===== src/rtl/video_timing.sv =====
// Raster timing generator: progressive 640x480@60 at one clock per pixel, or interlaced
// at two clocks per pixel with two fields per frame. Mode changes only at frame wrap.
module video_timing #(
    parameter int unsigned H_ACTIVE = 640,
    parameter int unsigned H_FRONT  = 16,
    parameter int unsigned H_SYNC   = 96,
    parameter int unsigned H_BACK   = 48,
    parameter int unsigned V_ACTIVE = 480,
    parameter int unsigned V_FRONT  = 10,
    parameter int unsigned V_SYNC   = 2,
    parameter int unsigned V_BACK   = 33,
    parameter int unsigned VI_FRONT = 3,
    parameter int unsigned VI_SYNC  = 3
) (
    input  logic        clk,
    input  logic        rst,
    input  logic        interlaced,
    output logic        display_next_pixel,
    output logic        display_next_line,
    output logic        display_next_frame,
    output logic        display_current_field,
    output logic        hsync_n,
    output logic        vsync_n,
    output logic        blank,
    output logic [10:0] h_count,
    output logic [9:0]  v_count
);

    localparam int unsigned HT = H_ACTIVE + H_FRONT + H_SYNC + H_BACK;
    localparam int unsigned VT = V_ACTIVE + V_FRONT + V_SYNC + V_BACK;

    localparam logic [10:0] HP_LAST     = 11'(HT - 1);
    localparam logic [10:0] HI_LAST     = 11'(2 * HT - 1);
    localparam logic [10:0] HP_ACT      = 11'(H_ACTIVE);
    localparam logic [10:0] HI_ACT      = 11'(2 * H_ACTIVE);
    localparam logic [10:0] HP_SYNC_BEG = 11'(H_ACTIVE + H_FRONT);
    localparam logic [10:0] HP_SYNC_END = 11'(H_ACTIVE + H_FRONT + H_SYNC);
    localparam logic [10:0] HI_SYNC_BEG = 11'(2 * (H_ACTIVE + H_FRONT));
    localparam logic [10:0] HI_SYNC_END = 11'(2 * (H_ACTIVE + H_FRONT + H_SYNC));

    // Field 0 takes the odd extra line of an odd-length frame.
    localparam logic [9:0] VP_LAST     = 10'(VT - 1);
    localparam logic [9:0] VF0_LAST    = 10'((VT + 1) / 2 - 1);
    localparam logic [9:0] VF1_LAST    = 10'(VT / 2 - 1);
    localparam logic [9:0] VP_ACT      = 10'(V_ACTIVE);
    localparam logic [9:0] VI_ACT      = 10'(V_ACTIVE / 2);
    localparam logic [9:0] VP_SYNC_BEG = 10'(V_ACTIVE + V_FRONT);
    localparam logic [9:0] VP_SYNC_END = 10'(V_ACTIVE + V_FRONT + V_SYNC);
    localparam logic [9:0] VI_SYNC_BEG = 10'(V_ACTIVE / 2 + VI_FRONT);
    localparam logic [9:0] VI_SYNC_END = 10'(V_ACTIVE / 2 + VI_FRONT + VI_SYNC);

    logic [10:0] h_q, h_d, h_last;
    logic [9:0]  v_q, v_d, v_last;
    logic        mode_q, mode_d;
    logic        field_q, field_d;
    logic        h_wrap, frame_wrap;

    logic        h_active, v_active;
    logic        pixel_d, line_d, frame_d, hsync_d, vsync_d;

    // Next-state counters; wrap limits follow the mode/field currently being scanned.
    always_comb begin
        h_last = mode_q ? HI_LAST : HP_LAST;
        if (!mode_q) begin
            v_last = VP_LAST;
        end else if (field_q) begin
            v_last = VF1_LAST;
        end else begin
            v_last = VF0_LAST;
        end

        h_wrap     = (h_q == h_last);
        frame_wrap = h_wrap && (v_q == v_last);

        h_d = h_wrap ? 11'd0 : h_q + 11'd1;
        if (frame_wrap) begin
            v_d = 10'd0;
        end else if (h_wrap) begin
            v_d = v_q + 10'd1;
        end else begin
            v_d = v_q;
        end

        mode_d  = frame_wrap ? interlaced : mode_q;
        // First interlaced field after a progressive frame is always field 0.
        field_d = frame_wrap ? (interlaced && mode_q && !field_q) : field_q;
    end

    // Decode from next-state values so registered strobes line up with the counts.
    always_comb begin
        if (mode_d) begin
            h_active = (h_d < HI_ACT);
            hsync_d  = !((h_d >= HI_SYNC_BEG) && (h_d < HI_SYNC_END));
            v_active = (v_d < VI_ACT);
            vsync_d  = !((v_d >= VI_SYNC_BEG) && (v_d < VI_SYNC_END));
        end else begin
            h_active = (h_d < HP_ACT);
            hsync_d  = !((h_d >= HP_SYNC_BEG) && (h_d < HP_SYNC_END));
            v_active = (v_d < VP_ACT);
            vsync_d  = !((v_d >= VP_SYNC_BEG) && (v_d < VP_SYNC_END));
        end
        pixel_d = h_active && v_active;
        line_d  = (h_d == 11'd0);
        frame_d = line_d && (v_d == 10'd0);
    end

    always_ff @(posedge clk) begin
        if (rst) begin
            h_q                <= HP_LAST;
            v_q                <= VP_LAST;
            mode_q             <= 1'b0;
            field_q            <= 1'b0;
            display_next_pixel <= 1'b0;
            display_next_line  <= 1'b0;
            display_next_frame <= 1'b0;
            hsync_n            <= 1'b1;
            vsync_n            <= 1'b1;
            blank              <= 1'b1;
        end else begin
            h_q                <= h_d;
            v_q                <= v_d;
            mode_q             <= mode_d;
            field_q            <= field_d;
            display_next_pixel <= pixel_d;
            display_next_line  <= line_d;
            display_next_frame <= frame_d;
            hsync_n            <= hsync_d;
            vsync_n            <= vsync_d;
            blank              <= !pixel_d;
        end
    end

    assign h_count               = h_q;
    assign v_count               = v_q;
    assign display_current_field = field_q;

endmodule


===== config.mk =====
export PLATFORM = sky130hd
export DESIGN_NAME = video_timing
export DESIGN_NICKNAME = d
export VERILOG_FILES = /design/src/rtl/video_timing.sv
export SDC_FILE = /design/constraint.sdc
export NUM_CORES = 1
export LEC_CHECK = 0
export ABC_AREA = 1
export BUFFER_PORTS_ARGS = -buffer_cell sky130_fd_sc_hd__buf_2
export CORE_MARGIN = 1.5
export CORE_UTILIZATION = 40
export DETAILED_ROUTE_END_ITERATION = 6
export GPL_TIMING_DRIVEN = 0
export PLACE_DENSITY = 0.56
export SETUP_SLACK_MARGIN = 0.05
export SLEW_MARGIN = 20
export SYNTH_ARGS = -nofsm -noshare
export SYNTH_HDL_FRONTEND = slang
export SYNTH_SLANG_ARGS = --single-unit
export TNS_END_PERCENT = 10

===== constraint.sdc =====
create_clock -name clk -period 2.1 [get_ports clk]
set_input_delay 0.21 -clock clk [delete_from_list [all_inputs] [get_ports clk]]
set_output_delay 0.21 -clock clk [all_outputs]
set_load 0.05 [all_outputs]

; Yosys cells after proc, flatten, opt, wreduce, memory -nomap -nowiden
; Cells that the tools add are included.
[word_totals]
wordCells = 54
output_inout_bits = 28
regBits = 29
inputBits = 3
[op_classes]
n_reduce_logical = 17
n_eq_ne = 2
mux = 11
add_sub_neg = 2
order_cmp = 12
[op_table]
columns = cell, n
row1 = 2-to-1 mux 10 bit, 3
row2 = < comparator 11 x 10 -> 1 bit (second input constant), 2
row3 = < comparator 11 bit (second input constant), 2
row4 = 2-to-1 mux 11 bit, 2
row5 = < comparator 10 x 8 -> 1 bit (second input constant), 2
row6 = < comparator 10 x 9 -> 1 bit (second input constant), 2
row7 = adder 11 x 1 -> 11 bit (second input constant), 1
row8 = equality test 11 bit, 1
row9 = greater-or-equal comparator 11 x 10 -> 1 bit (second input constant), 1
row10 = greater-or-equal comparator 11 bit (second input constant), 1
row11 = zero test 11 bit, 1
row12 = adder 10 x 1 -> 10 bit (second input constant), 1
row13 = equality test 10 bit, 1
row14 = greater-or-equal comparator 10 x 8 -> 1 bit (second input constant), 1
row15 = greater-or-equal comparator 10 x 9 -> 1 bit (second input constant), 1
row16 = zero test 10 bit, 1
row17 = logical AND 1 bit, 9
row18 = zero test 1 bit, 6
row19 = 2-to-1 mux 1 bit, 5
row20 = 2-to-1 mux 2 bit, 1

; Longest topological paths before layout
; Gate-level depths: netlist of the first run.
[logic_depth]
ltp_word = 9
mapped_depth = 14
ltp_nobuf = 14

; Worst setup path before layout of the first run
; OpenSTA, ideal clock, no wires.
[synth_path]
path_kind = register to register
from = reg h_q[0] (netlist: h_count[0])
to = reg hsync_n
synth_period_minus_slack_ns = 2.279
n_path_buf = 0
path_stages_with_launch = 13
slack_ns = -0.179
arrival_time_ns = 2.163
setup_ns = 0.117
required_ns = 1.983
cell_sequence = dfxtp_1 ha_1 nand2_2 nor2_4 nand4_2 nor2_4 nand2_4 nand2_1 nand2_2 nor2_1 nand3_1 nor2_1 nor2_1
[synth_via]
elab_chain_cells = 6
word_cells_on_any_way = 14
cone_classes = add/sub (1) / order compare (4) / eq/ne (1) / mux (3) / reduce/logical (5)
[synth_rtl]
columns = item, line
row1 = "start, declared", 52  ; logic [10:0] h_q, h_d, h_last;
row2 = "start signal, assigned", 109  ; h_q <= HP_LAST;
row3 = "start signal, assigned", 120  ; h_q <= h_d;
row4 = adder 11 x 1 -> 11 bit or equality test 11 bit (tied branches), "75, 72"
row5 = 2-to-1 mux 11 bit, 75  ; h_d = h_wrap ? 11'd0 : h_q + 11'd1;
row6 = greater-or-equal comparator 11 x 10 -> 1 bit (tied with other cells), 98  ; hsync_d = !((h_d >= HP_SYNC_BEG) && (h_d < HP_SYNC_END));
row7 = "logical AND 1 bit, on equally long branches", "98, 93"
row8 = "zero test 1 bit, on equally long branches", "98, 93"
row9 = 2-to-1 mux 1 bit *, 91  ; if (mode_d) begin
row10 = "end signal, assigned", 127  ; hsync_n <= hsync_d;
row11 = "end, declared", 22  ; output logic hsync_n,
; Every way passes the cells marked *; elsewhere a longest branch is shown, timed or not.
; A chain may end at the register's enable or synchronous reset.

; Final worst setup path of the first run
[layout_path]
from = reg h_q[1] (netlist: h_count[1])
to = reg hsync_n
; Same word-level chain as after synthesis.

==> summary.txt, run 1 <==
Clocking
  • Clk pin slew, worst setup/hold paths: 60 ps
  • CTS tree: built
  • TritonCTS Buffers: 5
  • # H-tree levels: 2
  • TritonCTS Sinks: 29
  • CTS root buffer: clkbuf_8
  • Worst skew pair latency: 280 ps
  • CTS Hold Buffers Added: 0
  • Max clock buf depth: 2

Synthesis
  • Synth Area in Compound Gates: 3.832%
  • Syn Inst Count: 317
  • Syn Std Cell Area: 1992 um2
  • Flops & latches, synth: 29
  • Synth top area cells: dfxtp_1 29%, nand2_1 19%, nand3_1 8.8%
  • Simple-Gate Fraction of Synth Area: 56.41%
  • Post-Synth Adder-Cell Area: 1.256%
  • Yosys synthesis warning count: 0
  • Avg Cell Area, Syn: 6.284 um2
  • Mux contribution to synthesized area: 0%
  • Top-area cell type share of the netlist area: 29.15%
  • Post-synth net total: 322
  • XOR/XNOR Fraction of Synth Area: 1.759%
  • Register area share after synthesis: 29.15%
  • Yosys cell types: 29
  • Synth area leader: dfxtp_1
  • Largest family of logic cells by synthesized area: simple AND/OR/NAND/NOR gates

GRT
  • Gr usage total: 21.48%
  • Initial antenna violation count: 0
  • Largest net degree at the start of global routing: 11
  • Vias in the first global route: 1748
  • GRT overflow: 0
  • First-pass GRT wire length: 8859 um

Worst setup path
  • Reg2reg path depth: 12
  • Crit. End Element: flip-flop
  • Worst endpoint required time: 2280 ps
  • CP max FO: 6
  • Reg2Reg Capture Point: hsync_n
  • Reg2Reg Launch Point: h_count[1]
  • Critical path destination: hsync_n
  • Worst EP arrival: 2120 ps
  • Startpoint Class: flip-flop
  • R2r setup slk: 160 ps
  • Critical Path Start: h_count[1]
  • Crit Path Category: reg -> reg

Finish
  • Most common cell after layout, fill and taps aside: nand2_1
  • Most frequent cells in the layout: 102 x nand2_1, 35 x nand3_1, 35 x nor2_1, 30 x buf_2, 27 x inv_1
  • Antenna Cells: 0
  • Layout cells sized above 1: 28.22%
  • Number of nets in the layout: 369
  • Design area: 2431 um2
  • Post-route insts no fill: 432
  • Area Growth Syn to Fin: 22.05%
  • Final Util: 51.13%

STA
  • Final hold violations: 0
  • Clock skew: 1.997 ps
  • Fin crit period: 1939 ps
  • Slew @ Worst Pin: 543.6 ps
  • Max-slew violations: 0
  • Worst slew margin: 63.76%
  • Fin crit share: 92.32%
  • Final hold slack: 219.7 ps
  • Final Worst Setup Slack: 161.4 ps
  • Final setup vio count: 0
  • Unrepaired setup endpoints after global routing: true
  • Fmax: 0.5158 GHz

Drt
  • DRC: 0
  • WL final: 5578 um
  • Final ANT Viol Nets: 0
  • Overall via count from detail_route: 2123
  • Wire per inst: 12.91 um
  • Pre-antenna DRT Iters: 4
  • Starting DRT DRC Count: 126
  • Routed vias/inst: 4.914

Floorplan
  • # IOs: 31
  • DIE HEIGHT: 73.57 um
  • Die Wd: 73.57 um
  • # rows: 25
  • Core area: 4755 um2
  • Starting density of the core: 41.89%
  • Die ar.: 5412 um2

Job
  • MaxCap Viol Count: 0

Place
  • Placed cells: 414
  • Detail Placement HPWL: 4230 um
  • Post-place setup slack: -33.91 ps
  • Placement Cell Area: 2231 um2
  • Port Buffers: 30
  • RD Place Congestion: 0.8866

Power and ir drop
  • Peak VDD IR: 0.0006742 V
  • Cell leakage power: 1.194 nW
  • PD cells: 1630 nW/um2

Run status
  • Status: finished clean

Min path
  • Hold Path Class: in -> reg
cells by family (layout without fill, tap and decap cells):
family                     after synthesis  in the layout
AOI/OAI and AO/OA                       13             13
DFF                                     29             29
adders and majority gates                2              2
and+or+nand+nor                        230            231
buffers and inverters                   39             86
xor gates and xnor gates                 4              4
state kept, by name (all words and copies together), names as in the netlist:
name and flops:
h_count 11, v_count 10, blank 1, display_current_field 1, display_next_frame 1, display_next_line 1, display_next_pixel 1, hsync_n 1
mode_q 1, vsync_n 1
area by class of cell:
type | instances | area [um2]
clock inverters | 2 | 10.01
well taps | 67 | 83.83
fillers | 529 | 2323
clock buffers | 6 | 72.57
inverters | 36 | 136.4
repair buffers | 39 | 217.7
plain buffers | 3 | 15.01
flip-flops and latches | 29 | 594.3
multi-input cells | 250 | 1301
worst max-delay path: stages (launching register included):
cell	delay [ps]
dfxtp_4	370
ha_4	170
nand2_2	80
nor2_4	170
nand4_2	140
nor2_4	250
nand2_4	100
nand2_1	90
nand2_2	110
nor2_1	110
nand3_1	70
nor2_1	120
nor2_1	50
worst min path at each step:
stage	cells past startpoint	end	slack (ps)	start
floorplan	1	display_current_field	280	rst
global placement	1	h_count[0]	500	h_count[0]
detailed placement	1	h_count[0]	510	h_count[0]
CTS	2	display_current_field	210	rst
global route	2	display_current_field	230	rst
finish	2	display_current_field	220	rst
per-stage QoR:
stage | power (W) | TNS [ps]
after floorplan | 0.002775 | 0
after global placement | 0.003281 | 0
after detailed placement | 0.003292 | -87.11
after CTS | 0.003761 | 0
after global routing | 0.004253 | 0
final | 0.003962 | 0
cell usage after synthesis, drive strengths merged:
library cell	count
clkinv	1
nor2	48
nand3	44
clkbuf	2
nand4	11
xor2	4
a21oi	2
o21bai	1
buf	1
or2	1
inv	35
ha	2
nand3b	3
o21ai	9
nor3	8
o22ai	1
and2	1
nand2	114
dfxtp	29
metal layers:
layer / global-route usage [%] / part of all wire, %
met1: 32.75 / 52
met2: 29.63 / 42
met3: 4.252 / 4.0
met4: 7.202 / 1.7
met5: 0 / 0
where the power goes:
group / internal, W / leakage, nW / switching, W / total, W
clock: 0.000229 / 0.0450 / 0.000221 / 0.000450
combinational: 0.000803 / 0.911 / 0.00182 / 0.00262
sequential: 0.000687 / 0.238 / 0.000203 / 0.000891
repair_timing:
item | 4_1_cts | 5_1_grt
gates resized for setup | 1 | 13
gates cloned | 0 | 1
pin swaps | 1 | 6
setup endpoints to repair | 6 | 6
buffers inserted | 0 | 9
(Power assumes the default switching activity.)
==> run 2, diff against run 1 <==
==> constraint.sdc (replaced) <==
create_clock -name clk -period 2.1 [get_ports clk]
set_input_delay 0.21 -clock clk [delete_from_list [all_inputs] [get_ports clk]]
set_output_delay 0.21 -clock clk [all_outputs]
set_load 0.02 [all_outputs]
==> run 2 against run 1 <==
Net effect: global-route usage rose by 0.47 points; sequential power grew 1%; maximum frequency rose by 1.3%; die area is the same; sequential share of layout area about the same; largest cell class unchanged; hold slack improved by 2.7 ps; first-iteration DRC count is 7.1% lower.
==> summary.txt, run 2 (same netlist as run 1, synthesis figures left out) <==
Run status
  • Status: finished clean

Floorplan
  • # rows: 25 (unchanged)
  • Die ar.: 5412 um2 (unchanged)
  • Starting density of the core: 41.89% (unchanged)
  • Core area: 4755 um2 (unchanged)
  • Die Wd: 73.57 um (unchanged)
  • DIE HEIGHT: 73.57 um (unchanged)
  • # IOs: 31 (unchanged)

STA
  • Final Worst Setup Slack: 185.9 ps (+24.52 ps)
  • Clock skew: 7.905 ps (+5.908 ps)
  • Worst slew margin: 62.38% (-1.4 points)
  • Unrepaired setup endpoints after global routing: false
  • Slew @ Worst Pin: 564.3 ps (+20.76 ps)
  • Fin crit period: 1914 ps (-24.52 ps)
  • Fin crit share: 91.15% (-1.2 points)
  • Max-slew violations: 0 (unchanged)
  • Final setup vio count: 0 (unchanged)
  • Fmax: 0.5224 GHz (+1.3%)
  • Final hold violations: 0 (unchanged)

Drt
  • Routed vias/inst: 4.911 (about the same)
  • Final ANT Viol Nets: 0 (unchanged)
  • Starting DRT DRC Count: 117 (-7.1%)
  • Wire per inst: 12.90 um (about the same)
  • DRC: 0 (unchanged)
  • Pre-antenna DRT Iters: 4 (unchanged)
  • WL final: 5521 um (-1.0%)
  • Overall via count from detail_route: 2102 (-0.99%)

Finish
  • Antenna Cells: 0 (unchanged)
  • Area Growth Syn to Fin: 21.73%
  • Max FFs per register: 11 (unchanged)
  • Number of nets in the layout: 365 (-1.1%)
  • # fillers: 528 (-0.19%)
  • Most frequent cells in the layout: 102 x nand2_1, 35 x nand3_1, 35 x nor2_1, 30 x buf_2, 27 x inv_1
  • Multi-input gate area: 1319 um2 (+1.3%)
  • Post-route insts no fill: 428 (-0.93%)
  • Register area: 593.1 um2 (-0.21%)
  • Layout cells sized above 1: 28.53% (+0.31 points)
  • Most common cell after layout, fill and taps aside: nand2_1

Worst setup path
  • CP max FO: 10 (+4)
  • Worst endpoint required time: 2280 ps (about the same)
  • Crit Path Category: reg -> reg
  • Worst EP arrival: 2090 ps (-30 ps)
  • Startpoint Class: flip-flop
  • Crit. End Element: flip-flop

Power and ir drop
  • Reg power frac: 24.4% (+1.9 points)
  • Switching pwr: 0.001982 W (-12%)
  • Cell leakage power: 1.185 nW (-0.78%)
  • Switching part of the total power: 53.62% (-3.0 points)
  • PD cells: 1524 nW/um2 (-6.5%)
  • Int Pwr: 0.001714 W (-0.28%)
  • Peak VDD IR: 0.0006067 V (-10%)
  • Share of power burned in combinational logic: 63.5% (-2.7 points)
  • Clock power share: 12.1% (+0.7 points)

Clocking
  • Worst skew pair latency: 280 ps (about the same)
  • # H-tree levels: 2 (unchanged)
  • CTS Hold Buffers Added: 0 (unchanged)
  • TritonCTS Buffers: 5 (unchanged)
  • Max clock buf depth: 2 (unchanged)
  • CTS tree: built
  • TritonCTS Sinks: 29 (unchanged)
  • Clk pin slew, worst setup/hold paths: 60 ps (about the same)
  • CTS root buffer: clkbuf_8

Job
  • MaxCap Viol Count: 0 (unchanged)

Min path
  • Hold Path Class: in -> reg

GRT
  • Gr usage total: 21.95% (+0.47 points)
  • GRT overflow: 0 (unchanged)
  • Largest net degree at the start of global routing: 11 (unchanged)
  • Vias in the first global route: 1775 (+1.5%)
  • First-pass GRT wire length: 8914 um (+0.62%)
  • Initial antenna violation count: 0 (unchanged)

Place
  • RD Place Congestion: 0.8617 (-2.8%)
  • Placed cells: 414 (unchanged)
  • Port Buffers: 30 (unchanged)
  • Detail Placement HPWL: 4223 um (-0.17%)
  • Post-place setup slack: -89.11 ps (-55.20 ps)
-- run 2: area by class of cell --
cell class,instances,area share (%)
Timing Repair Buffer,36,8.050
Tap cell,67,3.457
Multi-Input combinational cell,249,54.39
Clock buffer,6,2.993
Sequential cell,29,24.46
Inverter,36,5.624
Buffer,3,0.6192
Clock inverter,2,0.4128
-- run 2: routing by layer --
metal | routed length, um | track usage [%] | part of all wire (%) | vias up
met4 | 63 | 6.790 | 1.1 | 0
li1 | - | - | - | 1102
met5 | 0 | 0 | 0 | -
met3 | 245 | 4.527 | 4.4 | 6
met2 | 2342 | 30.13 | 42 | 45
met1 | 2869 | 33.67 | 52 | 949
-- run 2: metrics by stage --
stage               hold WS (ps)  TNS [ps]  utilization (%)  power (W)  area (um2)
finish                     222.4         0            51.00   0.003696        2425
global route               228.7         0            51.00   0.004005        2425
CTS                        205.2         0            49.00   0.003523        2330
detailed placement         507.0    -426.2            46.82   0.003032        2226
global placement           514.6    -532.4            46.82   0.003024        2226
floorplan                  279.1         0                -   0.002522        1992
-- run 2: what timing repair did --
action / in CTS / in global routing
buffers inserted: 1 / 5
cloned: 0 / 0
resized for setup: 3 / 18
pin swaps: 1 / 6
setup endpoints to repair: 6 / 6
-- run 2: critical path: stages (launching register included) --
cell and delay (ps):
dfxtp_4 390, ha_4 190, nand2_2 80, nor2_4 140, nand4_2 130, nor2_4 210, nand2_4 120, nand2_1 90
nand2_2 110, nor2_1 100, nand3_1 70, nor2_1 110, nor2_1 50
-- run 2: worst paths after layout --
kind	end	from	slack [ps]	depth (start not counted)
worst min-delay path	display_current_field	interlaced	220	3
worst max register to register	hsync_n	h_count[0]	190	12
worst min register to register	h_count[0]	h_count[0]	520	1
worst max-delay path	hsync_n	h_count[0]	190	12
-- run 2: power by group through the flow --
stage | registers [W] | logic [W] | clock network [W]
after floorplan | 0.000969 | 0.00155 | 0
after global placement | 0.000885 | 0.00214 | 0
after detailed placement | 0.000885 | 0.00215 | 0
after CTS | 0.000882 | 0.00218 | 0.000458
after global routing | 0.000926 | 0.00260 | 0.000484
final | 0.000903 | 0.00235 | 0.000446
==> run 3, diff against run 2 <==
--- a/config.mk
+++ b/config.mk
@@ -5,7 +5,7 @@
 export SDC_FILE = /design/constraint.sdc
 export NUM_CORES = 1
 export LEC_CHECK = 0
-export ABC_AREA = 1
+export ABC_AREA = 0
 export BUFFER_PORTS_ARGS = -buffer_cell sky130_fd_sc_hd__buf_2
 export CORE_MARGIN = 1.5
 export CORE_UTILIZATION = 40
==> run 3 against run 2 <==
Net effect: the run now ends with setup timing left; largest power group unchanged; final cell count down 25%; register-to-register slack got worse by 500 ps; routed wire length fell by 5.7%; first-iteration DRC count decreased by 9.4%; critical endpoint is now blank; critical path depth down 4; sequential power fell by 3.2%; area after synthesis down 8.4%; highest routed layer unchanged.
==> summary.txt, run 3 <==
Run status
  • Status: finished, violations left
  • Violated checks: setup timing

Min path
  • Hold Path Class: in -> reg

Finish
  • Number of nets in the layout: 276 (-24%)
  • Final Util: 55.51% (+4.5 points)
  • Layout cells sized above 1: 36.53% (+8.0 points)
  • Antenna Cells: 0 (unchanged)
  • Most frequent cells in the layout: 31 x buf_2, 21 x nor2_1, 20 x nand2_1, 17 x buf_4, 16 x dfxtp_1
  • Max FFs per register: 11 (unchanged)
  • Post-route insts no fill: 323 (-25%)
  • Most common cell after layout, fill and taps aside: buf_2
  • Area Growth Syn to Fin: 33.40%

Synthesis
  • Synth Area in Compound Gates: 18.31% (+14 points)
  • Post-synth EDFFs: 0 (unchanged)
  • Synth top area cells: dfxtp_1 32%, nor2_1 4.5%, nand2_1 4.3%
  • Yosys synthesis warning count: 0 (unchanged)
  • Yosys cell types: 55 (+90%)
  • Top FF cell, synth: dfxtp_1
  • Syn Std Cell Area: 1824 um2 (-8.4%)
  • Cell with the most instances after synthesis: dfxtp_1
  • Simple-Gate Fraction of Synth Area: 33.68% (-23 points)
  • Register area share after synthesis: 31.82% (+2.7 points)
  • Avg Cell Area, Syn: 8.330 um2 (+33%)
  • Syn Inst Count: 219 (-31%)
  • XOR/XNOR Fraction of Synth Area: 7.202% (+5.4 points)
  • Flops & latches, synth: 29 (unchanged)
  • Mux contribution to synthesized area: 2.263% (+2.3 points)
  • Synth async-reset ratio: 0% (unchanged)
  • Synth area leader: dfxtp_1
  • Post-Synth Adder-Cell Area: 1.372% (+0.12 points)
  • Largest family of logic cells by synthesized area: simple AND/OR/NAND/NOR gates
  • Synth top cells by count: 29 x dfxtp_1, 22 x nor2_1, 21 x nand2_1
  • Post-synth net total: 224 (-30%)
  • Top-area cell type share of the netlist area: 31.82% (+2.7 points)

Clocking
  • CTS tree: built
  • Clk pin slew, worst setup/hold paths: 60 ps (about the same)
  • CTS root buffer: clkbuf_8
  • Worst skew pair latency: 280 ps (about the same)
  • TritonCTS Buffers: 5 (unchanged)
  • # H-tree levels: 2 (unchanged)
  • Max clock buf depth: 2 (unchanged)
  • CTS Hold Buffers Added: 0 (unchanged)
  • TritonCTS Sinks: 29 (unchanged)

Worst setup path
  • Max incr delay on CP: 420 ps (+30 ps)
  • Highest-delay cell along the critical path: or3_4
  • Worst Path Buf+Inv: 2 (+2)
  • CP Cell Sequence: buf_4 -> nor4_1 -> o211ai_1 -> nor3_4 -> buf_4 -> mux2i_4 -> or3_4 -> o32a_1
  • Crit Path Category: reg -> reg
  • Startpoint Class: flip-flop
  • Cell mode on critical path: buf_4
  • Worst EP arrival: 2580 ps (+490 ps)
  • Delay-heaviest family, CP: simple AND/OR/NAND/NOR gates
  • Worst endpoint required time: 2270 ps (about the same)
  • CP max FO: 7 (-3)
  • Crit. End Element: flip-flop
  • R2r setup slk: -310 ps (-500 ps)

STA
  • Max-slew violations: 0 (unchanged)
  • Fin crit period: 2410 ps (+495.6 ps)
  • Fin crit share: 114.7% (+24 points)
  • Slew @ Worst Pin: 598.6 ps (+34.21 ps)
  • Unrepaired setup endpoints after global routing: true
  • Clock skew: 2.994 ps (-4.912 ps)
  • Fmax: 0.4150 GHz (-21%)
  • Worst slew margin: 59.81% (-2.6 points)
  • Final setup vio count: 6 (+6)
  • Final hold violations: 0 (unchanged)
  • Final Worst Setup Slack: -309.7 ps (-495.6 ps)

Place
  • Port Buffers: 29 (-3.3%)
  • RD Place Congestion: 0.8183 (-5.0%)
  • Placed cells: 300 (-28%)
  • Post-place setup slack: -631.9 ps (-542.8 ps)
  • Detail Placement HPWL: 3546 um (-16%)

Power and ir drop
  • Pwr Total: 0.003532 W (-4.4%)
  • PD cells: 1451 nW/um2 (-4.8%)
  • Peak VDD IR: 0.0005958 V (-1.8%)
  • Cell leakage power: 0.9836 nW (-17%)

Job
  • MaxCap Viol Count: 0 (unchanged)

Drt
  • Overall via count from detail_route: 1890 (-10%)
  • Wire per inst: 16.12 um (+25%)
  • Final ANT Viol Nets: 0 (unchanged)
  • Pre-antenna DRT Iters: 4 (unchanged)
  • Routed vias/inst: 5.851 (+19%)
  • WL final: 5208 um (-5.7%)
  • DRC: 0 (unchanged)
  • Starting DRT DRC Count: 106 (-9.4%)

GRT
  • First-pass GRT wire length: 8335 um (-6.5%)
  • Gr usage total: 21.20% (-0.75 points)
  • Vias in the first global route: 1662 (-6.4%)
  • GRT overflow: 0 (unchanged)
  • Initial antenna violation count: 0 (unchanged)
  • Largest net degree at the start of global routing: 11 (unchanged)

Floorplan
  • # IOs: 31 (unchanged)
  • # rows: 24 (-4.0%)
  • Starting density of the core: 41.61% (-0.29 points)
  • Die Wd: 70.53 um (-4.1%)
  • Core area: 4384 um2 (-7.8%)
  • DIE HEIGHT: 70.53 um (-4.1%)
  • Die ar.: 4974 um2 (-8.1%)
[run 3: cell count changes after synthesis, moves of 9 or more]
| cell | before | now |
|---|---|---|
| nand2_1 | 103 | 21 |
| nand3_1 | 35 | 11 |
| inv_1 | 27 | 6 |
| nor2_1 | 38 | 22 |
| nand2_2 | 10 | 0 |
| xnor2_1 | 0 | 9 |
[run 3: cells by family (layout without fill, tap and decap cells)]
logic type      Yosys count  after routing
buf+inv                  21             73
xor+xnor                 15             15
flops                    29             29
compound gates           43             43
fa+ha+maj                 2              2
mux                       4              4
simple gates            105            105
[run 3: cell type report]
type | instances | area [um2]
Inverter | 6 | 22.52
Multi-Input combinational cell | 169 | 1279
Timing Repair Buffer | 45 | 265.3
Clock buffer | 6 | 72.57
Buffer | 15 | 116.4
Sequential cell | 29 | 609.3
Clock inverter | 1 | 3.754
Fill cell | 426 | 1951
Tap cell | 52 | 65.06
[run 3: stage by stage]
step,TNS [ps],cell area (um2),hold WS [ps]
2_1_floorplan,-974.7,1921,388.6
3_3_place_gp,-3216,2131,481.5
3_5_place_dp,-3114,2131,492.3
4_1_cts,-1482,2374,247.4
5_1_grt,-2195,2434,285.5
6_report,-1365,2434,250.5
[run 3: report_power, final]
part | switching, W | internal (W) | leakage (nW)
combinational | 0.00126 | 0.000966 | 0.707
sequential | 0.000168 | 0.000707 | 0.238
clock | 0.000208 | 0.000223 | 0.0387
[run 3: worst paths after layout]
kind	startpoint	endpoint	cells past startpoint
max	v_count[4]	blank	8
max reg2reg	v_count[4]	blank	8
min	interlaced	display_current_field	3
min reg2reg	display_current_field	display_current_field	2
[run 3: tightest hold or removal path, cell delays in order]
cell and delay, ps:
buf_2 120, nand4b_1 90, a21oi_1 60
[run 3: metal layers]
metal	vias to the layer above	wire length, um	global-route usage (%)
met5	-	0	0
met4	0	92	7.547
met3	10	355	3.989
met2	67	2207	30.19
met1	894	2553	31.94
li1	919	-	-
[run 3: timing repair]
item | CTS | global route
buffers inserted | 11 | 5
pin swaps | 14 | 7
endpoints found under the setup margin | 14 | 12
gates resized for setup | 17 | 7
